`src/rtl/wb_pwm_bank.sv`:
```
// Wishbone-slave PWM bank: shared prescaler and period counter driving NUM_CH outputs.
// Period and duty registers are double-buffered and swap in only at period wrap.
module wb_pwm_bank #(
   parameter int NUM_CH = 8,
   parameter int CNT_W  = 16
) (
   input  logic              clk_i,
   input  logic              rst_ni,
   input  logic              wb_cyc_i,
   input  logic              wb_stb_i,
   input  logic              wb_we_i,
   input  logic [31:0]       wb_adr_i,
   input  logic [3:0]        wb_sel_i,
   input  logic [31:0]       wb_dat_i,
   output logic [31:0]       wb_dat_o,
   output logic              wb_ack_o,
   output logic [NUM_CH-1:0] pwm_o,
   output logic              irq_o
);

   localparam int DUTY_BASE = 4;

   logic              ack_q;
   logic [31:0]       dat_q;
   logic [31:0]       rd_data;
   logic              en_q;
   logic              irq_en_q;
   logic [15:0]       presc_q;
   logic [15:0]       psc_q;
   logic [CNT_W-1:0]  period_sh_q;
   logic [CNT_W-1:0]  period_act_q;
   logic [CNT_W-1:0]  cnt_q;
   logic [CNT_W-1:0]  duty_sh_q  [NUM_CH];
   logic [CNT_W-1:0]  duty_act_q [NUM_CH];
   logic [NUM_CH-1:0] pwm_q;
   logic              wrap_q;
   logic              wrap_d;

   logic [5:0]  idx;
   logic        acc;
   logic        wr;
   logic        wr_ctrl;
   logic        wr_period;
   logic        wr_status;
   logic        clr_wrap;
   logic        tick;
   logic        wrap_evt;
   logic        load_act;
   logic [31:0] ctrl_wr;
   logic        unused_bits;

   function automatic logic [31:0] merge_bytes(input logic [31:0] old,
                                               input logic [31:0] wdat,
                                               input logic [3:0]  sel);
      logic [31:0] res;
      res = old;
      for (int b = 0; b < 4; b++) begin
         if (sel[b]) res[8*b +: 8] = wdat[8*b +: 8];
      end
      return res;
   endfunction

   function automatic logic [CNT_W-1:0] merge_cnt(input logic [CNT_W-1:0] old,
                                                  input logic [31:0]      wdat,
                                                  input logic [3:0]       sel);
      logic [31:0] full;
      full = merge_bytes(32'(old), wdat, sel);
      return full[CNT_W-1:0];
   endfunction

   assign idx       = wb_adr_i[7:2];
   // An access is taken only on the edge that raises ack, so a held request acks every other cycle.
   assign acc       = wb_cyc_i & wb_stb_i & ~ack_q;
   assign wr        = acc & wb_we_i;
   assign wr_ctrl   = wr & (idx == 6'd0);
   assign wr_period = wr & (idx == 6'd1);
   assign wr_status = wr & (idx == 6'd2);
   assign clr_wrap  = wr_status & wb_sel_i[0] & wb_dat_i[0];
   assign ctrl_wr   = merge_bytes({presc_q, 14'b0, irq_en_q, en_q}, wb_dat_i, wb_sel_i);

   assign tick     = en_q & (psc_q == presc_q);
   assign wrap_evt = tick & (cnt_q == period_act_q);
   assign load_act = ~en_q | wrap_evt;
   // A wrap on the same edge as a W1C write keeps the flag set.
   assign wrap_d   = wrap_evt | (wrap_q & ~clr_wrap);

   assign unused_bits = ^{wb_adr_i[31:8], wb_adr_i[1:0], ctrl_wr[15:2]};

   always_comb begin
      rd_data = '0;
      case (idx)
         6'd0:    rd_data = {presc_q, 14'b0, irq_en_q, en_q};
         6'd1:    rd_data = 32'(period_sh_q);
         6'd2:    rd_data = {31'b0, wrap_q};
         6'd3:    rd_data = 32'(cnt_q);
         default: begin
            for (int k = 0; k < NUM_CH; k++) begin
               if (idx == 6'(DUTY_BASE + k)) rd_data = 32'(duty_sh_q[k]);
            end
         end
      endcase
   end

   always_ff @(posedge clk_i or negedge rst_ni) begin
      if (!rst_ni) begin
         ack_q <= 1'b0;
         dat_q <= '0;
      end else begin
         ack_q <= wb_cyc_i & wb_stb_i & ~ack_q;
         if (acc) dat_q <= rd_data;
      end
   end

   always_ff @(posedge clk_i or negedge rst_ni) begin
      if (!rst_ni) begin
         en_q        <= 1'b0;
         irq_en_q    <= 1'b0;
         presc_q     <= '0;
         period_sh_q <= '0;
         wrap_q      <= 1'b0;
      end else begin
         if (wr_ctrl) begin
            en_q     <= ctrl_wr[0];
            irq_en_q <= ctrl_wr[1];
            presc_q  <= ctrl_wr[31:16];
         end
         if (wr_period) period_sh_q <= merge_cnt(period_sh_q, wb_dat_i, wb_sel_i);
         wrap_q <= wrap_d;
      end
   end

   // While disabled the counters idle at 0 and the active set tracks the shadows.
   always_ff @(posedge clk_i or negedge rst_ni) begin
      if (!rst_ni) begin
         psc_q        <= '0;
         cnt_q        <= '0;
         period_act_q <= '0;
      end else begin
         if (!en_q) begin
            psc_q <= '0;
            cnt_q <= '0;
         end else begin
            psc_q <= tick ? 16'd0 : psc_q + 16'd1;
            if (tick) cnt_q <= wrap_evt ? '0 : cnt_q + 1'b1;
         end
         if (load_act) period_act_q <= period_sh_q;
      end
   end

   always_ff @(posedge clk_i or negedge rst_ni) begin
      if (!rst_ni) begin
         pwm_q <= '0;
         for (int k = 0; k < NUM_CH; k++) begin
            duty_sh_q[k]  <= '0;
            duty_act_q[k] <= '0;
         end
      end else begin
         for (int k = 0; k < NUM_CH; k++) begin
            if (wr && (idx == 6'(DUTY_BASE + k)))
               duty_sh_q[k] <= merge_cnt(duty_sh_q[k], wb_dat_i, wb_sel_i);
            if (load_act) duty_act_q[k] <= duty_sh_q[k];
            pwm_q[k] <= en_q & (cnt_q < duty_act_q[k]);
         end
      end
   end

   assign wb_ack_o = ack_q;
   assign wb_dat_o = dat_q;
   assign pwm_o    = pwm_q;
   assign irq_o    = wrap_q & irq_en_q;

endmodule

```
`config.mk`:
```
export PLATFORM = sky130hd
export DESIGN_NAME = wb_pwm_bank
export DESIGN_NICKNAME = d
export VERILOG_FILES = /design/src/rtl/wb_pwm_bank.sv
export SDC_FILE = /design/constraint.sdc
export NUM_CORES = 1
export LEC_CHECK = 0
export ABC_AREA = 0
export BUFFER_PORTS_ARGS = -buffer_cell sky130_fd_sc_hd__buf_2
export CAP_MARGIN = 25
export CORE_MARGIN = 1
export CORE_UTILIZATION = 63
export CTS_BUF_LIST = sky130_fd_sc_hd__clkbuf_8
export DETAILED_ROUTE_END_ITERATION = 8
export GPL_ROUTABILITY_DRIVEN = 0
export PLACE_DENSITY_LB_ADDON = 0.12
export SYNTH_ARGS = -nofsm -noshare
export SYNTH_HDL_FRONTEND = slang
export SYNTH_SLANG_ARGS = --single-unit
export TNS_END_PERCENT = 20
```
`constraint.sdc`:
```
create_clock -name clk_i -period 3.9 [get_ports clk_i]
set_input_delay 0 -clock clk_i [delete_from_list [all_inputs] [get_ports clk_i]]
set_output_delay 0 -clock clk_i [all_outputs]
set_load 0.01 [all_outputs]
```
==> impl_metrics.env <==
export IMPL_yosysUniqueCellTypes=50
export IMPL_grt_total_usage_pct=33.2
export IMPL_syn_inst=1719
export IMPL_grt_max_degree=116
export IMPL_cts_tree="built"
export IMPL_io_buffers=88
export IMPL_cp_arrival_ps=3420
export IMPL_drc=0
export IMPL_seq_area_um2=9510
export IMPL_leakage_nw=10.5
export IMPL_crit_path_max_incr_delay_ps=830
export IMPL_hold_viol=0
export IMPL_synth_common_cells="dfrtp_1 (380), mux2_2 (201), nand2_1 (179), o21ai_0 (178), inv_1 (132)"
export IMPL_postSynthAreaPerCell_um2=11.0
export IMPL_cpMaxStageDelayCell="dfrtp_1"
export IMPL_die_h_um=175
export IMPL_cp_common_cell="buf_12"
export IMPL_wl_per_cell_um=21.4
export IMPL_first_iter_violations=1095
export IMPL_dp_cells=2146
export IMPL_clk_latency_ps=620
export IMPL_via_per_inst=6.12
export IMPL_synth_nets=1914
export IMPL_synth_most_common_cell="dfrtp_1"
export IMPL_power_mw=8.52
export IMPL_synth_top_area_share_pct=50.1
export IMPL_relSlewSlack_pct=34.4
export IMPL_fin_crit_ps=2900
export IMPL_clkTransAtPathRegs_ps=60
export IMPL_core_um2=29600
export IMPL_antennaDiodeCount=0
export IMPL_p_per_area_nw_per_um2=391
export IMPL_layoutNonFillerInstCount=2312
export IMPL_cts_max_path_buffers=3
export IMPL_worst_path_max_fanout=46
export IMPL_tightest_slew_ps=970
export IMPL_synth_seq_area_share_pct=50.1
export IMPL_wl_mm=49.4
export IMPL_cp_num_buf_inv=2
export IMPL_rsz0062_at_grt="no"
export IMPL_start_util_pct=64.0
export IMPL_cp_top_family="flip-flops"
export IMPL_dr_pass1_iters=5
export IMPL_skew_ps=25.6
export IMPL_synth_area_um2=19000
export IMPL_setup_tns_ps=0
export IMPL_syn2layout_area_growth_pct=14.7
export IMPL_hpwl_mm=33.2
export IMPL_nets=2065
export IMPL_grt_ovfl_total=0
export IMPL_drtAntennaViolNets=0
export IMPL_maxCapViolCount=0
export IMPL_worstSetupStartpointType="register"
export IMPL_setup_viol=0
export IMPL_htreeDepth=2
export IMPL_post_route_period_util_pct=74.3
export IMPL_io_pin_count=115
export IMPL_synth_edff_count=0
export IMPL_fp_row_count=63
export IMPL_fmax_mhz=345
export IMPL_numCtsBuffers=61
export IMPL_finish_instance_area_um2=21800
export IMPL_num_vias=14200
export IMPL_crit_chain="xor2_1 -> nand2b_1 -> nor3b_1 -> a41o_4 -> buf_12 -> buf_12 -> nand2_1 -> o21ai_0"
export IMPL_yosys_warnings=0
export IMPL_numClockSinks=380
export IMPL_grt_pass1_vias=14500
export IMPL_multi_input_area_um2=8590
export IMPL_status="completed"
export IMPL_drive_above_1_share_pct=22.9
export IMPL_die_w_um=175
export IMPL_antenna_found_initial=0
export IMPL_fillCellCount=2051
export IMPL_synthFlopType="dfrtp_1"
export IMPL_end_kind="register"
export IMPL_crit_type="register to register"
export IMPL_ys_top_cells_by_area="dfrtp_1 (50%), mux2_2 (12%), ha_1 (8.0%)"
export IMPL_crit_required_ps=4430
export IMPL_min_delay_path_class="input pin to register"
export IMPL_yosysTopAreaCell="dfrtp_1"
export IMPL_drv_slew=0
export IMPL_post_dp_cell_area_um2=19800
export IMPL_die_area_um2=30800
export IMPL_ys_seq_elements=380
export IMPL_root_buffer="clkbuf_8"
export IMPL_vdd_ir_drop_max_mv=0.294
export IMPL_grt_pass1_wl_mm=78.7
export IMPL_async_flop_share_pct=100
-- power breakdown --
part | leakage (nW) | switching (mW) | internal (mW) | total (mW)
sequential | 5.26 | 0.0701 | 4.05 | 4.12
combinational | 4.45 | 0.394 | 0.236 | 0.630
clock | 0.787 | 1.60 | 2.17 | 3.77
-- tightest hold or removal path: stages --
cell and delay [ps]:
buf_2 270, nand2_1 130, a21oi_1 60, a21oi_1 110, a21oi_1 50
-- routing by layer --
layer	share of wire, %	up-vias	global-route usage (%)
met4	3.9	0	13.3
met5	0	-	0
met3	6.4	132	5.63
li1	-	6439	-
met2	48	525	55.0
met1	42	7055	43.7
-- flip-flops by register name, summed over array words and instances (netlist names), 8 cells and up --
name,cells
cnt_q,16
psc_q,16
period_act_q,16
duty_sh_q,128
wb_dat_o,32
pwm_o,8
period_sh_q,16
duty_act_q,128
presc_q,16
-- path summary, 6_finish.rpt --
| check | start | end | slack, ps | depth (start not counted) |
|---|---|---|---|---|
| max in group asynchronous | rst_ni | duty_sh_q[98] | 2800 | 3 |
| min in group asynchronous | rst_ni | duty_act_q[127] | 80 | 2 |
| min reg2reg | duty_sh_q[108] | duty_act_q[108] | 500 | 2 |
| min | wb_adr_i[2] | wb_dat_o[9] | 60 | 5 |
| max | cnt_q[5] | duty_act_q[23] | 1000 | 8 |
| max reg2reg | cnt_q[5] | duty_act_q[23] | 1000 | 8 |
-- layout by cell type, fill, tap and decap left out, types with 7 or more instances in the layout --
cell           instances
a2111o_1               8
a2111oi_0              8
a211oi_1              11
a21o_1                13
a21oi_1               79
a221oi_1              21
a222oi_1               9
a22o_1                17
a31oi_1               10
and3_1                20
and4b_1                7
buf_12                 7
buf_2                 87
buf_4                 21
clkbuf_8              90
dfrtp_1              380
dlygate4sd3_1         51
ha_1                 122
inv_1                148
mux2_2               201
mux2i_1                7
mux4_2                10
nand2_1              179
nand2b_1              18
nand3_1               36
nand3_2                9
nand4_1               13
nor2_1                36
nor2b_1               18
nor3_1                 8
o21ai_0              178
xnor2_1               35
xor2_1                 7
-- cells by family (layout without fill, tap and decap cells) --
logic type	count (synthesis)	in the layout	synth area share (%)
AO/OA/AOI/OAI	373	373	12.0
XOR/XNOR	42	42	1.94
adder cells (fa/ha/maj)	122	122	8.05
buffers and inverters	211	414	4.66
flip-flops	380	380	50.1
multiplexers	218	218	13.5
AND/OR/NAND/NOR	373	373	9.74
-- metrics by stage --
stage / hold WS [ps] / utilization [%] / worst slack (ps)
finish: 56.2 / 73.4 / 1000
global route: 88.2 / 73.4 / 800
CTS: 10.2 / 73.4 / 1010
detailed placement: 154 / 66.9 / 1070
global placement: 142 / 66.9 / 1090
floorplan: -296 / - / 1790
-- layout make-up --
class	instances	share of cell area [%]
sequential	380	43.7
tap	390	2.24
clock buffer	90	5.69
timing repair buffer	167	5.79
inverter	132	2.28
multi-input combinational	1128	39.5
clock inverter	25	0.771
-- what timing repair did --
action                    in CTS  in global routing
hold endpoints to repair     278                  0
hold buffers                  51                  0
gates resized for setup        0                  0
setup buffers                  0                  0
No activity file was read; power rests on OpenSTA's default activity.
